**config.mk**
```make
export PLATFORM = sky130hd
export DESIGN_NAME = imm_gen_pipe
export DESIGN_NICKNAME = d
export VERILOG_FILES = /design/src/rtl/imm_gen_pipe.sv
export SDC_FILE = /design/constraint.sdc
export NUM_CORES = 1
export LEC_CHECK = 0
export ABC_AREA = 1
export BUFFER_PORTS_ARGS = -buffer_cell sky130_fd_sc_hd__buf_2
export CAP_MARGIN = 10
export CELL_PAD_IN_SITES_DETAIL_PLACEMENT = 2
export CELL_PAD_IN_SITES_GLOBAL_PLACEMENT = 2
export CORE_MARGIN = 4
export CORE_UTILIZATION = 33
export CTS_CLUSTER_DIAMETER = 80
export DETAILED_ROUTE_END_ITERATION = 8
export GPL_TIMING_DRIVEN = 0
export HOLD_SLACK_MARGIN = 0.02
export PLACE_DENSITY_LB_ADDON = 0.1
export SETUP_SLACK_MARGIN = 0.1
export SLEW_MARGIN = 40
export SYNTH_ARGS = -nofsm -noshare
export SYNTH_HDL_FRONTEND = slang
export SYNTH_SLANG_ARGS = --single-unit
```
**constraint.sdc**
```tcl
create_clock -name clk -period 2.95 [get_ports clk]
set_input_delay 0.7375 -clock clk [delete_from_list [all_inputs] [get_ports clk]]
set_output_delay 0.7375 -clock clk [all_outputs]
set_load 0.01 [all_outputs]
```
**src/rtl/imm_gen_pipe.sv**
```systemverilog
// imm_gen_pipe: pipelined immediate generator with a 2-entry output buffer.
// Optional IMMGEN_ERR_EN adds a per-entry err output for illegal formats.
module imm_gen_pipe #(
    parameter int XLEN        = 32,
    parameter int AUTO_DECODE = 0,
    parameter int TAG_W       = 8
) (
    input  logic             clk,
    input  logic             rst_n,
    input  logic             flush,
    input  logic             in_valid,
    output logic             in_ready,
    input  logic [31:0]      instr,
    input  logic [2:0]       imm_src,
    input  logic [TAG_W-1:0] in_tag,
    output logic             out_valid,
    input  logic             out_ready,
    output logic [XLEN-1:0]  imm,
    output logic [2:0]       out_src,
    output logic [TAG_W-1:0] out_tag
`ifdef IMMGEN_ERR_EN
    , output logic           err
`endif
);
    logic [6:0]      opc;
    logic [2:0]      f3;
    logic [2:0]      dec_src;
    logic [2:0]      src;
    logic            sh5;
    logic [XLEN-1:0] imm_w;
    logic            push;
    logic            pop;
    logic [1:0]      count_q, count_d;
    logic            wr_ptr_q, wr_ptr_d;
    logic            rd_ptr_q, rd_ptr_d;
    logic [XLEN-1:0] imm_q [2];
    logic [XLEN-1:0] imm_d [2];
    logic [2:0]      src_q [2];
    logic [2:0]      src_d [2];
    logic [TAG_W-1:0] tag_q [2];
    logic [TAG_W-1:0] tag_d [2];
`ifdef IMMGEN_ERR_EN
    logic            err_w;
    logic            err_q [2];
    logic            err_d [2];
`endif

    assign opc = instr[6:0];
    assign f3  = instr[14:12];

    always_comb begin
        dec_src = 3'b111;
        case (opc)
            7'b0000011, 7'b1100111: dec_src = 3'b000;
            7'b0010011:             dec_src = (f3[1:0] == 2'b01) ? 3'b110 : 3'b000;
            7'b0011011:             dec_src = (XLEN != 64) ? 3'b111 : (f3[1:0] == 2'b01) ? 3'b110 : 3'b000;
            7'b1110011:             dec_src = f3[2] ? 3'b101 : 3'b000;
            7'b0100011:             dec_src = 3'b001;
            7'b1100011:             dec_src = 3'b010;
            7'b1101111:             dec_src = 3'b011;
            7'b0110111, 7'b0010111: dec_src = 3'b100;
            default:                dec_src = 3'b111;
        endcase
    end

    assign src = (AUTO_DECODE != 0) ? dec_src : imm_src;
    // RV64 word shifts (OP-IMM-32) only carry a 5-bit shamt
    assign sh5 = (XLEN == 32) || ((AUTO_DECODE != 0) && opc == 7'b0011011);

    always_comb begin
        imm_w = '0;
        case (src)
            3'b000:  imm_w = XLEN'($signed(instr[31:20]));
            3'b001:  imm_w = XLEN'($signed({instr[31:25], instr[11:7]}));
            3'b010:  imm_w = XLEN'($signed({instr[31], instr[7], instr[30:25], instr[11:8], 1'b0}));
            3'b011:  imm_w = XLEN'($signed({instr[31], instr[19:12], instr[20], instr[30:21], 1'b0}));
            3'b100:  imm_w = XLEN'($signed({instr[31:12], 12'b0}));
            3'b101:  imm_w = XLEN'(instr[19:15]);
            3'b110:  imm_w = sh5 ? XLEN'(instr[24:20]) : XLEN'(instr[25:20]);
            default: imm_w = '0;
        endcase
    end

`ifdef IMMGEN_ERR_EN
    assign err_w = (src == 3'b111) ||
                   ((AUTO_DECODE == 0) && (XLEN == 32) && imm_src == 3'b110 && instr[25]);
`endif

    assign in_ready  = count_q != 2'd2;
    assign out_valid = count_q != 2'd0;
    assign push      = in_valid && in_ready;
    assign pop       = out_valid && out_ready;

    always_comb begin
        count_d  = count_q;
        wr_ptr_d = wr_ptr_q;
        rd_ptr_d = rd_ptr_q;
        imm_d    = imm_q;
        src_d    = src_q;
        tag_d    = tag_q;
`ifdef IMMGEN_ERR_EN
        err_d    = err_q;
`endif
        if (flush) begin
            count_d  = 2'd0;
            wr_ptr_d = 1'b0;
            rd_ptr_d = 1'b0;
        end else begin
            if (push) begin
                imm_d[wr_ptr_q] = imm_w;
                src_d[wr_ptr_q] = src;
                tag_d[wr_ptr_q] = in_tag;
`ifdef IMMGEN_ERR_EN
                err_d[wr_ptr_q] = err_w;
`endif
                wr_ptr_d = ~wr_ptr_q;
            end
            if (pop)
                rd_ptr_d = ~rd_ptr_q;
            count_d = count_q + 2'(push) - 2'(pop);
        end
    end

    always_ff @(posedge clk or negedge rst_n) begin
        if (!rst_n) begin
            count_q  <= '0;
            wr_ptr_q <= 1'b0;
            rd_ptr_q <= 1'b0;
            imm_q    <= '{default: '0};
            src_q    <= '{default: '0};
            tag_q    <= '{default: '0};
`ifdef IMMGEN_ERR_EN
            err_q    <= '{default: '0};
`endif
        end else begin
            count_q  <= count_d;
            wr_ptr_q <= wr_ptr_d;
            rd_ptr_q <= rd_ptr_d;
            imm_q    <= imm_d;
            src_q    <= src_d;
            tag_q    <= tag_d;
`ifdef IMMGEN_ERR_EN
            err_q    <= err_d;
`endif
        end
    end

    assign imm     = imm_q[rd_ptr_q];
    assign out_src = src_q[rd_ptr_q];
    assign out_tag = tag_q[rd_ptr_q];
`ifdef IMMGEN_ERR_EN
    assign err     = err_q[rd_ptr_q];
`endif
endmodule

```
==> impl_metrics.toml <==
[status]
outcome = "completed"

[global_routing]
grtUsageTotal_pct = 20.9
grt_start_max_net_pins = 65
grt_pass1_wl_mm = 23.6
antenna_found_initial = 0
grt_pass1_vias = 4438
overflow = 0

[detailed_routing]
dr.pass1.iters = 4
wl_mm = 14.4
drtIter0Drc = 157
routedWlPerCell_um = 17.6
remaining_drc_errors = 0
vias = 4022
viasPerCell = 4.92
drtAntennaViolNets = 0

[synth]
async_reset_ff_share_pct = 100
netlist-cell-type-count = 27
yosys-top-cells-area = "dfrtp_1 53%, nand2_1 22%, o21ai_1 8.9%"
synth_edf_count = 0
seq_area_frac_synth_pct = 53.2
syn_avg_cell_area_sq_um = 7.78
ys.flop_type = "dfrtp_1"
synth-seq-cells = 90
yosysTopAreaCell = "dfrtp_1"
yosys_warnings = 0
syn_area_sq_mm = 0.00423
synth_top_cell_area_share_pct = 53.2
synthesis.nets = 594
synth_cells = 544

[cts]
clock-root-buffer = "clkbuf_16"
tritoncts = "yes"
hold_buffers = 0
path_clk_slew_ns = 0.07
clk_latency_ns = 0.35
cts_buffers = 9
clock_path_buffers = 2
cts.sinks = 90
htreeDepth = 3

[pwr]
p_total_mw = 5.19
leakage_nw = 2.84
ir_drop_uv = 311
power-per-cell-area_mw_per_mm2 = 985

[timing]
period_needed_ns = 2.62
timing.fmax_mhz = 382
finalHoldViolations = 0
drv_slew = 0
tightest_slew_ns = 0.591
hold_ws_ns = 0.235
fin_skew_ns = 0.00563
relSlewSlack_pct = 60.6
fin_tns_setup_ns = 0
report.final.setup_viol = 0
period_share_pct = 88.7
rsz0062_at_grt = "false"

[finish]
final_core_util_pct = 41.9
areaGrowthSynthToFinish_pct = 24.4
final_common_cell = "nand2_1"
fill_cells = 1451
most-common-layout-cells = "245 x nand2_1, 100 x buf_2, 90 x dfrtp_1"
diodes = 0
drive_gt1_share_pct = 21.2
finalNetCount = 691
multi_input_area_sq_mm = 0.00169
regArea_sq_mm = 0.00225

[critical_path]
startpoint = "rd_ptr_q$_DFFE_PN0P_"
endpoint_kind = "output pin"
reg2reg_depth = 7
arrival_ns = 1.88
required_ns = 2.21
r2r-start = "count_q[1]$_DFF_PN0_"
worst-path-max-fanout = 10
cp-start-kind = "flop"
crit_type = "reg2out"

[flow_run]
max-cap-violations = 0

[placement]
gp_congestion = 0.789
hpwl_mm = 10.4
io_buffers = 85

[floorplanning]
die_area_sq_mm = 0.0147
initial_core_util_pct = 33.7
die_w_um = 121
pin_count = 93
rows = 41
die_height_um = 121
core-area_sq_mm = 0.0126

[hold_path]
hp-class = "in2async"
[state kept, by name (all words and copies together) (netlist names)]
| signal | flops |
|---|---|
| wr_ptr_q | 1 |
| rd_ptr_q | 1 |
| imm_q | 64 |
| src_q | 6 |
| tag_q | 16 |
| count_q | 2 |
[critical path, cell delays in order, from the launching register on]
cell	delay (ns)
dfrtp_1	0.37
clkbuf_1	0.44
buf_2	0.37
nand2_1	0.10
nand2_1	0.12
buf_2	0.14
[kinds of logic after synthesis]
group,Yosys count,synth area share [%]
adder cells (fa/ha/maj),2,0.591
flip-flops,90,53.2
AND/OR/NAND/NOR,277,26.7
buffers and inverters,72,6.92
XOR/XNOR,2,0.414
AO/OA/AOI/OAI,101,12.2
[power breakdown]
group | switching [mW] | internal [mW]
clock network | 0.490 | 0.872
registers | 0.298 | 1.76
logic | 1.09 | 0.673
[area by class of cell]
class	instances	area share (%)
clock inverter	5	1.90
buffer	27	2.42
sequential	90	42.7
inverter	45	3.21
multi-input combinational	382	32.1
tap	172	4.08
timing repair buffer	86	8.79
clock buffer	11	4.80
[final timing paths]
check	endpoint	slack, ns
min reg2reg	imm_q[31]$_DFFE_PN0P_	0.48
max in group asynchronous	imm_q[34]$_DFFE_PN0P_	2.13
min	imm_q[21]$_DFFE_PN0P_	0.23
max	imm[15]	0.33
max reg2reg	imm_q[26]$_DFFE_PN0P_	1.46
min in group clk	imm_q[31]$_DFFE_PN0P_	0.48
[stage by stage]
step	worst slack [ns]	area, sq um	instances
3_5_place_dp	0.462	4910	802
6_report	0.333	5270	818
4_1_cts	0.288	5270	818
5_1_grt	0.159	5270	818
3_3_place_gp	0.208	4870	801
2_1_floorplan	1.16	4230	544
[repair_timing]
action	CTS	global route
endpoints found under the setup margin	7	0
gates resized for setup	3	0
buffers inserted	0	0
[metal layers]
| metal | global-route usage, % | vias to the layer above | part of all wire, % |
|---|---|---|---|
| met3 | 3.45 | 11 | 3.3 |
| met4 | 4.83 | 0 | 0.88 |
| met1 | 27.8 | 2025 | 46 |
| met5 | 0 | - | 0 |
| li1 | - | 1908 | - |
| met2 | 35.7 | 78 | 49 |
[cells in the mapped netlist (3+ instances only)]
cell / count
a21oi_1: 9
clkbuf_1: 9
nand3_1: 15
o21a_1: 3
nand4_1: 6
inv_2: 7
dfrtp_1: 90
o21ai_1: 75
buf_2: 15
inv_1: 38
nand2_1: 245
o21ai_0: 12
No activity file was read; power rests on OpenSTA's default activity.
